## config.mk

```make
export PLATFORM = sky130hd
export DESIGN_NAME = inst_encoder_flat
export DESIGN_NICKNAME = d
export VERILOG_FILES = /design/src/rtl/riscv_pkg.sv /design/src/rtl/inst_encoder_if.sv /design/src/rtl/inst_encoder_core.sv /design/src/rtl/inst_encoder.sv /design/src/flat_wrapper.sv
export SDC_FILE = /design/constraint.sdc
export NUM_CORES = 1
export LEC_CHECK = 0
export CAP_MARGIN = 20
export CORE_MARGIN = 2
export CORE_UTILIZATION = 50
export DETAILED_ROUTE_END_ITERATION = 8
export DONT_BUFFER_PORTS = 1
export GPL_TIMING_DRIVEN = 0
export HOLD_SLACK_MARGIN = 0.03
export MAX_ROUTING_LAYER = met4
export PLACE_DENSITY = 0.62
export SETUP_SLACK_MARGIN = 0.3
export SLEW_MARGIN = 20
export SYNTH_ARGS = -nofsm -noshare
export SYNTH_HDL_FRONTEND = slang
export SYNTH_SLANG_ARGS = --single-unit
```

## constraint.sdc

```tcl
create_clock -name clk -period 6 [get_ports clk]
set_input_delay 1.8 -clock clk [delete_from_list [all_inputs] [get_ports clk]]
set_output_delay 1.8 -clock clk [all_outputs]
set_load 0.05 [all_outputs]
```

## src/rtl/riscv_pkg.sv

```systemverilog
// Shared RV32I definitions: instruction formats, base opcodes, field widths
// and the loader FSM state encoding.
package riscv_pkg;

  localparam int XLEN  = 32;
  localparam int OPC_W = 7;
  localparam int F3_W  = 3;
  localparam int F7_W  = 7;
  localparam int REG_W = 5;
  localparam int FMT_W = 3;

  typedef enum logic [FMT_W-1:0] {
    FMT_R = 3'd0,
    FMT_I = 3'd1,
    FMT_S = 3'd2,
    FMT_B = 3'd3,
    FMT_U = 3'd4,
    FMT_J = 3'd5
  } inst_fmt_e;

  localparam logic [OPC_W-1:0] OPC_LUI    = 7'b0110111;
  localparam logic [OPC_W-1:0] OPC_AUIPC  = 7'b0010111;
  localparam logic [OPC_W-1:0] OPC_JAL    = 7'b1101111;
  localparam logic [OPC_W-1:0] OPC_JALR   = 7'b1100111;
  localparam logic [OPC_W-1:0] OPC_BRANCH = 7'b1100011;
  localparam logic [OPC_W-1:0] OPC_LOAD   = 7'b0000011;
  localparam logic [OPC_W-1:0] OPC_STORE  = 7'b0100011;
  localparam logic [OPC_W-1:0] OPC_OP_IMM = 7'b0010011;
  localparam logic [OPC_W-1:0] OPC_OP     = 7'b0110011;

  typedef enum logic [1:0] {
    S_IDLE = 2'd0,
    S_LOAD = 2'd1,
    S_DONE = 2'd2
  } enc_state_e;

  function automatic logic fmt_is_legal(input logic [FMT_W-1:0] fmt);
    return fmt <= FMT_J;
  endfunction

endpackage

```

## src/rtl/inst_encoder_if.sv

```systemverilog
// Decoded-field tuple channel into the encoder, valid/ready handshake.
// master = tuple source, slave = encoder.
interface inst_encoder_if;
  import riscv_pkg::*;

  logic              in_valid;
  logic              in_ready;
  logic [FMT_W-1:0]  fmt;
  logic [OPC_W-1:0]  opcode;
  logic [F3_W-1:0]   func3;
  logic [F7_W-1:0]   func7;
  logic [REG_W-1:0]  rd;
  logic [REG_W-1:0]  rs1;
  logic [REG_W-1:0]  rs2;
  logic [XLEN-1:0]   imm;

  modport master (
    output in_valid, fmt, opcode, func3, func7, rd, rs1, rs2, imm,
    input  in_ready
  );

  modport slave (
    input  in_valid, fmt, opcode, func3, func7, rd, rs1, rs2, imm,
    output in_ready
  );
endinterface

```

## src/rtl/inst_encoder_core.sv

```systemverilog
// Combinational RV32I field packer; zero latency, no state.
// Flags illegal formats and B/J immediates with bit 0 set.
module inst_encode_core
  import riscv_pkg::*;
(
  input  logic [FMT_W-1:0] fmt,
  input  logic [OPC_W-1:0] opcode,
  input  logic [F3_W-1:0]  func3,
  input  logic [F7_W-1:0]  func7,
  input  logic [REG_W-1:0] rd,
  input  logic [REG_W-1:0] rs1,
  input  logic [REG_W-1:0] rs2,
  input  logic [XLEN-1:0]  imm,
  output logic [XLEN-1:0]  word,
  output logic             illegal,
  output logic             misaligned
);

  always_comb begin
    word       = '0;
    illegal    = !fmt_is_legal(fmt);
    misaligned = 1'b0;
    case (fmt)
      FMT_R: word = {func7, rs2, rs1, func3, rd, opcode};
      FMT_I: word = {imm[11:0], rs1, func3, rd, opcode};
      FMT_S: word = {imm[11:5], rs2, rs1, func3, imm[4:0], opcode};
      FMT_B: begin
        word       = {imm[12], imm[10:5], rs2, rs1, func3, imm[4:1], imm[11], opcode};
        misaligned = imm[0];
      end
      FMT_U: word = {imm[31:12], rd, opcode};
      FMT_J: begin
        word       = {imm[20], imm[10:1], imm[11], imm[19:12], rd, opcode};
        misaligned = imm[0];
      end
      default: word = '0;
    endcase
  end

endmodule

```

## src/rtl/inst_encoder.sv

```systemverilog
// Program loader: packs accepted tuples and writes them one per cycle into imem.
// Write appears the cycle after accept; in_ready drops outside LOAD or when full.
module inst_encoder
  import riscv_pkg::*;
#(
  parameter int unsigned IMEM_DEPTH = 1024,
  parameter logic [31:0] BASE_ADDR  = 32'h0
) (
  input  logic                         clk,
  input  logic                         rst,
  input  logic                         start,
  input  logic                         finish,
  inst_encoder_if.slave                in_if,
  output logic                         imem_we,
  output logic [31:0]                  imem_addr,
  output logic [31:0]                  imem_wdata,
  output logic [$clog2(IMEM_DEPTH):0]  inst_count,
  output logic                         done,
  output logic                         err
);

  localparam int CNT_W = $clog2(IMEM_DEPTH) + 1;
  localparam logic [CNT_W-1:0] DEPTH_C = CNT_W'(IMEM_DEPTH);
  localparam logic [CNT_W-1:0] LAST_C  = CNT_W'(IMEM_DEPTH - 1);

  enc_state_e      state;
  logic [XLEN-1:0] enc_word;
  logic            enc_illegal;
  logic            enc_misaligned;
  logic            accept;
  logic            write_ok;

  inst_encode_core u_core (
    .fmt        (in_if.fmt),
    .opcode     (in_if.opcode),
    .func3      (in_if.func3),
    .func7      (in_if.func7),
    .rd         (in_if.rd),
    .rs1        (in_if.rs1),
    .rs2        (in_if.rs2),
    .imm        (in_if.imm),
    .word       (enc_word),
    .illegal    (enc_illegal),
    .misaligned (enc_misaligned)
  );

  // inst_count doubles as the write pointer; it never exceeds IMEM_DEPTH.
  assign in_if.in_ready = (state == S_LOAD) && (inst_count < DEPTH_C);
  assign accept         = in_if.in_valid && in_if.in_ready;
  assign write_ok       = accept && !enc_illegal;

  always_ff @(posedge clk or posedge rst) begin
    if (rst) begin
      state      <= S_IDLE;
      imem_we    <= 1'b0;
      imem_addr  <= '0;
      imem_wdata <= '0;
      inst_count <= '0;
      done       <= 1'b0;
      err        <= 1'b0;
    end else begin
      imem_we <= 1'b0;
      case (state)
        S_IDLE, S_DONE: begin
          if (start) begin
            state      <= S_LOAD;
            inst_count <= '0;
            err        <= 1'b0;
            done       <= 1'b0;
          end
        end
        S_LOAD: begin
          if (accept && enc_illegal) err <= 1'b1;
          if (write_ok) begin
            imem_we    <= 1'b1;
            imem_addr  <= BASE_ADDR + (32'(inst_count) << 2);
            imem_wdata <= enc_word;
            inst_count <= inst_count + 1'b1;
            if (enc_misaligned) err <= 1'b1;
          end
          // done rises alongside the final write so the sink sees both together
          if (finish || (write_ok && inst_count == LAST_C)) begin
            state <= S_DONE;
            done  <= 1'b1;
          end
        end
        default: state <= S_IDLE;
      endcase
    end
  end

endmodule

```

## src/flat_wrapper.sv

```systemverilog
// flat-port wrapper written by rule: the top's interface ports become plain ports
module inst_encoder_flat import riscv_pkg::*;
#(
  parameter int unsigned IMEM_DEPTH = 1024,
  parameter logic [31:0] BASE_ADDR  = 32'h0
)
  (clk, rst, start, finish, imem_we, imem_addr, imem_wdata, inst_count, done, err, in_if_in_valid, in_if_fmt, in_if_opcode, in_if_func3, in_if_func7, in_if_rd, in_if_rs1, in_if_rs2, in_if_imm, in_if_in_ready);
  inst_encoder_if in_if_i ();
  input  logic clk;
  input  logic rst;
  input  logic start;
  input  logic finish;
  output logic imem_we;
  output logic [31:0] imem_addr;
  output logic [31:0] imem_wdata;
  output logic [$clog2(IMEM_DEPTH):0] inst_count;
  output logic done;
  output logic err;
  input wire logic [$bits(in_if_i.in_valid)-1:0] in_if_in_valid;
  input wire logic [$bits(in_if_i.fmt)-1:0] in_if_fmt;
  input wire logic [$bits(in_if_i.opcode)-1:0] in_if_opcode;
  input wire logic [$bits(in_if_i.func3)-1:0] in_if_func3;
  input wire logic [$bits(in_if_i.func7)-1:0] in_if_func7;
  input wire logic [$bits(in_if_i.rd)-1:0] in_if_rd;
  input wire logic [$bits(in_if_i.rs1)-1:0] in_if_rs1;
  input wire logic [$bits(in_if_i.rs2)-1:0] in_if_rs2;
  input wire logic [$bits(in_if_i.imm)-1:0] in_if_imm;
  output wire logic [$bits(in_if_i.in_ready)-1:0] in_if_in_ready;
  assign in_if_i.in_valid = in_if_in_valid;
  assign in_if_i.fmt = in_if_fmt;
  assign in_if_i.opcode = in_if_opcode;
  assign in_if_i.func3 = in_if_func3;
  assign in_if_i.func7 = in_if_func7;
  assign in_if_i.rd = in_if_rd;
  assign in_if_i.rs1 = in_if_rs1;
  assign in_if_i.rs2 = in_if_rs2;
  assign in_if_i.imm = in_if_imm;
  assign in_if_in_ready = in_if_i.in_ready;
  inst_encoder #(.IMEM_DEPTH(IMEM_DEPTH), .BASE_ADDR(BASE_ADDR)) u_core (.clk(clk), .rst(rst), .start(start), .finish(finish), .in_if(in_if_i), .imem_we(imem_we), .imem_addr(imem_addr), .imem_wdata(imem_wdata), .inst_count(inst_count), .done(done), .err(err));
endmodule
```

# Word level (Yosys, flattened, before mapping)
# Cells that the tools add are included.
# word_totals
reg_bits	59
out_inout_bits	79
# classes
muxes	17
n_eq_ne	11
addsub	1
reduce_logical	17
magnitude_cmp	2
# ops
op	n
$pmux W32 S6	1
$mux W11	2
$pmux W11 S2	1
$add A11 B1 Y11 const B	1
$eq A11 B10 Y1 const B	1
$lt A11 B11 Y1 const B	1
$mux W1	8
$eq A3 B2 Y1 const B	2
$eq A3 B3 Y1 const B	2
$reduce_and A2 Y1	3
$reduce_and A3 Y1	2
$logic_and A1 B1 Y1	5
$mux W2	2
$ne A2 B2 Y1 const B	2
$pmux W1 S2	2
$pmux W2 S2	1
$reduce_or A2 Y1	2
$eq A3 B1 Y1 const B	1
$le A3 B3 Y1 const B	1
$logic_not A3 Y1	1
$eq A2 B1 Y1 const B	1
$eq A2 B2 Y1 const B	1
$logic_not A2 Y1	1
$ne A2 B1 Y1 const B	1
other kinds (3)	3

# Longest topological paths before layout
# Gate-level depths: netlist (run 1).
# depth
word_depth	8
ltp_mapped	7

# Modules after synthesis
# A second synthesis (run 1) with hierarchy kept.
# unflattened
cells_unflattened	283
area_unflattened_um2	3171.8
# modules_own_cells
mod	area_per_inst_um2	cells_per_inst	instances
inst_encoder	2578.7	192	1
inst_encode_core	593.1	91	1

# Worst setup path after synthesis (run 1)
# OpenSTA, ideal clock, no wires.
# synth_path
kind	register to output
startpoint	reg u_core.inst_count[10]
endpoint	out in_if_in_ready
slack_ns	2.893
path_buffers	0
t_arrival_ns	1.307
required_time_ns	4.200
stages_incl_launch_ff	2
path_cell_list	dfrtp_1 nor2_1
# synth_via
elab_chain_cells	2
# synth_rtl
item	line_no	text
start: declaration	inst_encoder.sv:17	output logic [$clog2(IMEM_DEPTH):0] inst_count,
start signal: assignment	inst_encoder.sv:78	inst_count <= inst_count + 1'b1;
$lt A11 B11 Y1	inst_encoder.sv:48	assign in_if.in_ready = (state == S_LOAD) && (inst_count < DEPTH_C);
$logic_and A1 B1 Y1	inst_encoder.sv:48	
end: declaration	flat_wrapper.sv:28	output wire logic [$bits(in_if_i.in_ready)-1:0] in_if_in_ready;
# Every way passes these cells.

# Final worst setup path (run 1)
# layout_path
startpoint	reg u_core.state[1]
endpoint	out in_if_in_ready
# layout_via
elab_chain_cells	2
# layout_rtl
item	line_no	text
start: declaration	inst_encoder.sv:26	enc_state_e state;
start signal: assignment	inst_encoder.sv:54	state <= S_IDLE;
start signal: assignment	inst_encoder.sv:66	state <= S_LOAD;
start signal: assignment	inst_encoder.sv:83	state <= S_DONE;
$eq A2 B1 Y1	inst_encoder.sv:48	
$logic_and A1 B1 Y1	inst_encoder.sv:48	
# Every way passes these cells.

==> run summary, run 1 <==
Clk slew on worst S/H paths: 70 ps
Post-CTS resize count: 0
Drt pass-1 iters: 6
Antenna Cells: 0
Final worst-path cycle share: 0.595
Final setup margin: 2430 ps
Yosys cell types: 45
Hold Path Origin: u_core.state[0]
Routed Antenna Nets: 0
Status: completed
Post-layout net count: 433
Die Span X: 82.0 um
RSZ-0062 raised after global routing: false
Global Route Usage Sum: 0.230
Mean Syn Cell Area: 9.28 um2
Measured slew at the worst slew-check pin: 882 ps
Mapped cell area: 3040 um2
Pin count of the biggest net entering global routing: 37
Worst setup SP type: flop
Die Height: 82.0 um
Rows: 28
CTS Sinks: 59
Dominant cell type by area after synthesis: dfrtp_1
Post-layout minimum cycle time: 3570 ps
Starting DRT DRC Count: 107
Skew-Pair Late Insertion Delay: 330 ps
Grt total ovfl: 0
CTS Buf Count: 9
Cells after Synth: 328
Post-CTS Setup Bufs: 0
Worst path required time: 4200 ps
Setup TNS: 0 ps
Synth top area share: 0.485
Async SR Flop Fraction: 1.00
Placer Congestion: 0.765
R2r startpoint: u_core.inst_count[3]
Clk_skew: 5.90 ps
First-pass GRT wire length: 11200 um
Final setup violation count: 0
Worst hold path class: reg2reg
DP HPWL: 5530 um
Worst Setup Slack post-DPL: 2770 ps
Crit path capture type: output pin
Total chip power: 1.55 mW
Via count: 2427
Maxcap violations: 0
Initial antenna violation count: 0
Die ar.: 6730 um2
Initial core utilization: 0.517
Vias in the first global route: 2181
P&R area growth vs syn: 11.8%
Critical Path AT: 1770 ps
Worst Setup Path Type: reg2out
Post-synthesis sequential area ratio: 0.485
Hold Buf Count CTS: 0
Crit path from: u_core.state[1]
Static Leak: 1.61 nW
IO buf count: 0
Final max-slew violation count: 0
Fin. Hold Viols: 0
Slew headroom: 0.410
PwrDens: 455 nW/um2
Number of fill cells: 572
I/O pins: 151
H-tree Lvls: 3
Ys Warns: 0
Critical path fanouts, max: 8
#FFs+latches synth: 59
Core area: 5890 um2
Drt via density: 5.52
Root Driver: clkbuf_8
Primary FF master, synth: dfrtp_1
Routed WL: 7400 um
Max clock buf depth: 2
Worst-case vdd ir drop: 0.346 mV
Top cells by area, synth: dfrtp_1, nand2_1, buf_4, a221oi_1, nor2_1
Routed len/inst: 16.8 um
Drt drc: 0
Post-synth EDFFs: 0
Ratio of cells with drive above 1 in the final layout: 0.167
TritonCTS clock tree: done
Fmax: 0.280 GHz
## path summary, 6_finish.rpt
check,end,slack (ps),depth (start not counted)
max,in_if_in_ready,2430,3
min,u_core.inst_count[2],630,2
max reg2reg,u_core.inst_count[7],3990,4
min reg2reg,u_core.inst_count[2],630,2
max in group asynchronous,u_core.state[1],4210,2
min in group asynchronous,u_core.imem_wdata[17],1300,1
## sequential cells by signal, summed over array words and instances, names as in the netlist
name / count
u_core.done: 1
u_core.err: 1
u_core.imem_wdata: 32
u_core.imem_we: 1
u_core.state: 2
u_core.imem_addr: 11
u_core.inst_count: 11
## per-stage QoR
stage	cell area, um2	utilization	instances	hold slack, ps
floorplan	3120	-	348	557
global placement	3210	0.546	423	596
detailed placement	3240	0.550	424	603
CTS	3400	0.578	440	625
global route	3400	0.578	440	680
finish	3400	0.578	440	629
## logic make-up after synthesis
group,count (synthesis),share of synthesized area
other cells,1,0.00123
fa+ha+maj,1,0.00411
compound gates,74,0.183
buf+inv,48,0.0958
flops,59,0.485
xor+xnor,1,0.00288
mux,9,0.0304
simple gates,135,0.197
## critical path: stages, from the launching register on
cell      delay [ps]
dfrtp_1          380
nand2b_1         140
clkbuf_1         200
nor2_1           720
## synth_stat cells, drive strengths merged, types with 2 or more instances
library cell,count
o21a,7
mux2i,7
o311ai,2
buf,34
nand2b,3
a22oi,5
o211ai,6
a221oi,19
nor2,42
inv,7
o41ai,2
nor2b,7
clkbuf,7
o31ai,4
nand3,7
a21oi,7
o21ai,15
dfrtp,59
mux2,2
a31oi,2
nand2,64
nand4,2
nand3b,2
## layout by cell type (no fill, tap or decap), types with 2 or more instances in the layout
cell / count
o31ai_1: 4
clkinvlp_4: 2
a31oi_1: 2
buf_4: 25
a221oi_1: 19
o21a_1: 7
nor2_1: 42
a21oi_1: 7
clkbuf_8: 9
o21ai_0: 15
o211ai_1: 6
clkinv_2: 4
dfrtp_1: 59
a22oi_1: 5
nand3b_1: 2
mux2_2: 2
clkbuf_1: 7
mux2i_1: 7
conb_1: 21
nand4_1: 2
nor2b_1: 7
inv_1: 5
nand2_1: 63
buf_2: 8
nand2b_1: 3
nand3_1: 7
## final cells by class
type                            instances  area [um2]  share of cell area
Buffer                                 41         265              0.0779
Inverter                                7        28.8             0.00846
Clock inverter                          7        43.8              0.0129
Clock buffer                            9         124              0.0364
Sequential cell                        59        1480               0.434
Timing Repair Buffer                    1        20.0             0.00588
Tap cell                               75        93.8              0.0276
Multi-Input combinational cell        241        1350               0.397
## metal layers
metal  vias up  wire [um]  global-route usage
li1       1165          -                   -
met1      1147       3270               0.312
met2       104       3360               0.333
met3        11        663              0.0593
met4         0        109              0.0817
met5         -          0                   -
## power breakdown
part           internal [mW]  total [mW]  switching [mW]
clock                  0.148       0.309           0.161
sequential             0.503       0.988           0.485
combinational         0.0983       0.251           0.153
total                  0.749        1.55           0.799
No activity file was read; power rests on OpenSTA's default activity.
==> inputs of run 2 (changes only) <==
==> constraint.sdc (replaced) <==
create_clock -name clk -period 3.7 [get_ports clk]
set_input_delay 1.11 -clock clk [delete_from_list [all_inputs] [get_ports clk]]
set_output_delay 1.11 -clock clk [all_outputs]
set_load 0.05 [all_outputs]
==> results of run 2 <==
The final DEF is identical to that of run 1. Status: completed.
Main changes from that run: setup slack after placement 2770 ps -> 1160 ps; setup slack after layout 2430 ps -> 821 ps; hold slack 629 ps -> 613 ps; register-to-register setup slack 3990 ps -> 1690 ps; total power 1.55 mW -> 2.51 mW; worst IR drop on VDD 0.346 mV -> 0.561 mV
==> inputs of run 3 (changes only) <==
==> constraint.sdc (replaced) <==
create_clock -name clk -period 2.97 [get_ports clk]
set_input_delay 0.891 -clock clk [delete_from_list [all_inputs] [get_ports clk]]
set_output_delay 0.891 -clock clk [all_outputs]
set_load 0.05 [all_outputs]
==> run 3 against run 2 <==
Effect of this change:
- flip-flop and latch count stayed put
- design area hardly changed
- final cell count stayed put
- combinational power is 25% higher
- clock power is 25% higher
- worst hold slack worse by 220 ps
- global-route usage stayed put
- clock-buffer cell count stayed put
- critical path type unchanged
- sequential power is 25% higher
- non-clock buffer count stayed put
- critical endpoint unchanged
==> run summary, run 3 (synthesized netlist as in run 1, its figures left out) <==
Biggest regs: u_core.imem_wdata: 32 flops, u_core.imem_addr: 11 flops, u_core.inst_count: 11 flops
Ratio of cells with drive above 1 in the final layout: 0.170
IO buf count: 0
Slew headroom: 0.556
Crit path capture type: output pin
Worst hold path class: in2async
Drt pass-1 iters: 6
DP HPWL: 5530 um
Final setup violation count: 0
Status: completed
Total chip power: 3.13 mW
PwrDens: 919 nW/um2
I/O pins: 151
First-pass GRT wire length: 11200 um
Placer Congestion: 0.765
Grt total ovfl: 0
Critical path fanouts, max: 8
Most common cell after layout, fill and taps aside: nand2_1
Initial antenna violation count: 0
Worst setup SP type: flop
Worst-case vdd ir drop: 0.699 mV
Final worst-path cycle share: 0.820
Root Driver: clkbuf_8
Die Span X: 82.0 um
Multi-input gate area: 1350 um2
Clk slew on worst S/H paths: 70 ps
Skew-Pair Late Insertion Delay: 330 ps
Initial core utilization: 0.517
Via count: 2440
CTS Buf Count: 9
RSZ-0062 raised after global routing: false
Worst path required time: 2080 ps
Routed len/inst: 16.8 um
Global Route Usage Sum: 0.230
Routed Antenna Nets: 0
WHS: 394 ps
Most frequent cells in the layout: nand2_1, dfrtp_1, nor2_1
Post-layout net count: 433
Drt drc: 0
CTS Sinks: 59
Critical Path AT: 1540 ps
Final max-slew violation count: 0
Max reg flops: 32
Routed WL: 7380 um
Vias in the first global route: 2181
Register Area: 1480 um2
Measured slew at the worst slew-check pin: 666 ps
Max clock buf depth: 2
Number of fill cells: 573
Fin. Hold Viols: 0
Antenna Cells: 0
Largest register by flop count: u_core.imem_wdata
H-tree Lvls: 3
P&R area growth vs syn: 11.9%
Die ar.: 6730 um2
Clk_skew: 5.96 ps
Die Height: 82.0 um
Rows: 28
Core area: 5890 um2
TritonCTS clock tree: done
Pin count of the biggest net entering global routing: 37
Drt via density: 5.55
Maxcap violations: 0
Post-layout minimum cycle time: 2440 ps
Starting DRT DRC Count: 107
Fmax: 0.411 GHz
Static Leak: 1.61 nW
Worst Setup Path Type: reg2out
[run 3: path summary, 6_finish.rpt]
path / to / startpoint / slack (ps) / depth (start not counted)
min in group clk: u_core.inst_count[2] / u_core.state[0] / 630 / 2
max: in_if_in_ready / u_core.state[1] / 530 / 3
max reg2reg: u_core.inst_count[7] / u_core.inst_count[3] / 970 / 4
min: u_core.imem_wdata[17] / rst / 390 / 1
max in group asynchronous: u_core.state[1] / rst / 2090 / 2
min reg2reg: u_core.inst_count[2] / u_core.state[0] / 630 / 2
[run 3: repair_timing]
item                       in CTS  in global routing
buffers inserted                0                  0
resized for setup               1                  0
setup endpoints to repair       1                  0
hold endpoints to repair        0                  0
hold buffers                    0                  0
[run 3: critical path, cell delays in order (launching register included)]
cell,delay (ps)
dfrtp_1,380
nand2b_1,140
clkbuf_1,210
nor2_2,490
[run 3: cell type report]
| cell class | instances | area share |
|---|---|---|
| multi-input combinational | 241 | 0.398 |
| tap | 75 | 0.0276 |
| clock buffer | 9 | 0.0364 |
| inverter | 7 | 0.00845 |
| buffer | 41 | 0.0779 |
| timing repair buffer | 1 | 0.00588 |
| sequential | 59 | 0.434 |
| clock inverter | 7 | 0.0129 |
[run 3: stage by stage]
stage	instance area (um2)	instances	TNS, ps	setup WS, ps	utilization
final	3410	440	0	534	0.579
after global routing	3410	440	0	437	0.579
after CTS	3410	440	0	513	0.579
after detailed placement	3240	424	0	645	0.550
after global placement	3210	423	-5140	-89.0	0.546
after floorplan	3120	348	0	623	-
[run 3: per-layer routing]
metal / wire length (um) / global-route usage
met2: 3360 / 0.333
met3: 636 / 0.0593
met1: 3250 / 0.312
met4: 127 / 0.0817
met5: 0 / -
[run 3: report_power, final]
part	internal (mW)	leakage, nW	total [mW]	switching (mW)
logic	0.199	0.783	0.508	0.309
clock network	0.298	0.0852	0.624	0.325
registers	1.02	0.738	2.00	0.981
total	1.51	1.61	3.13	1.61
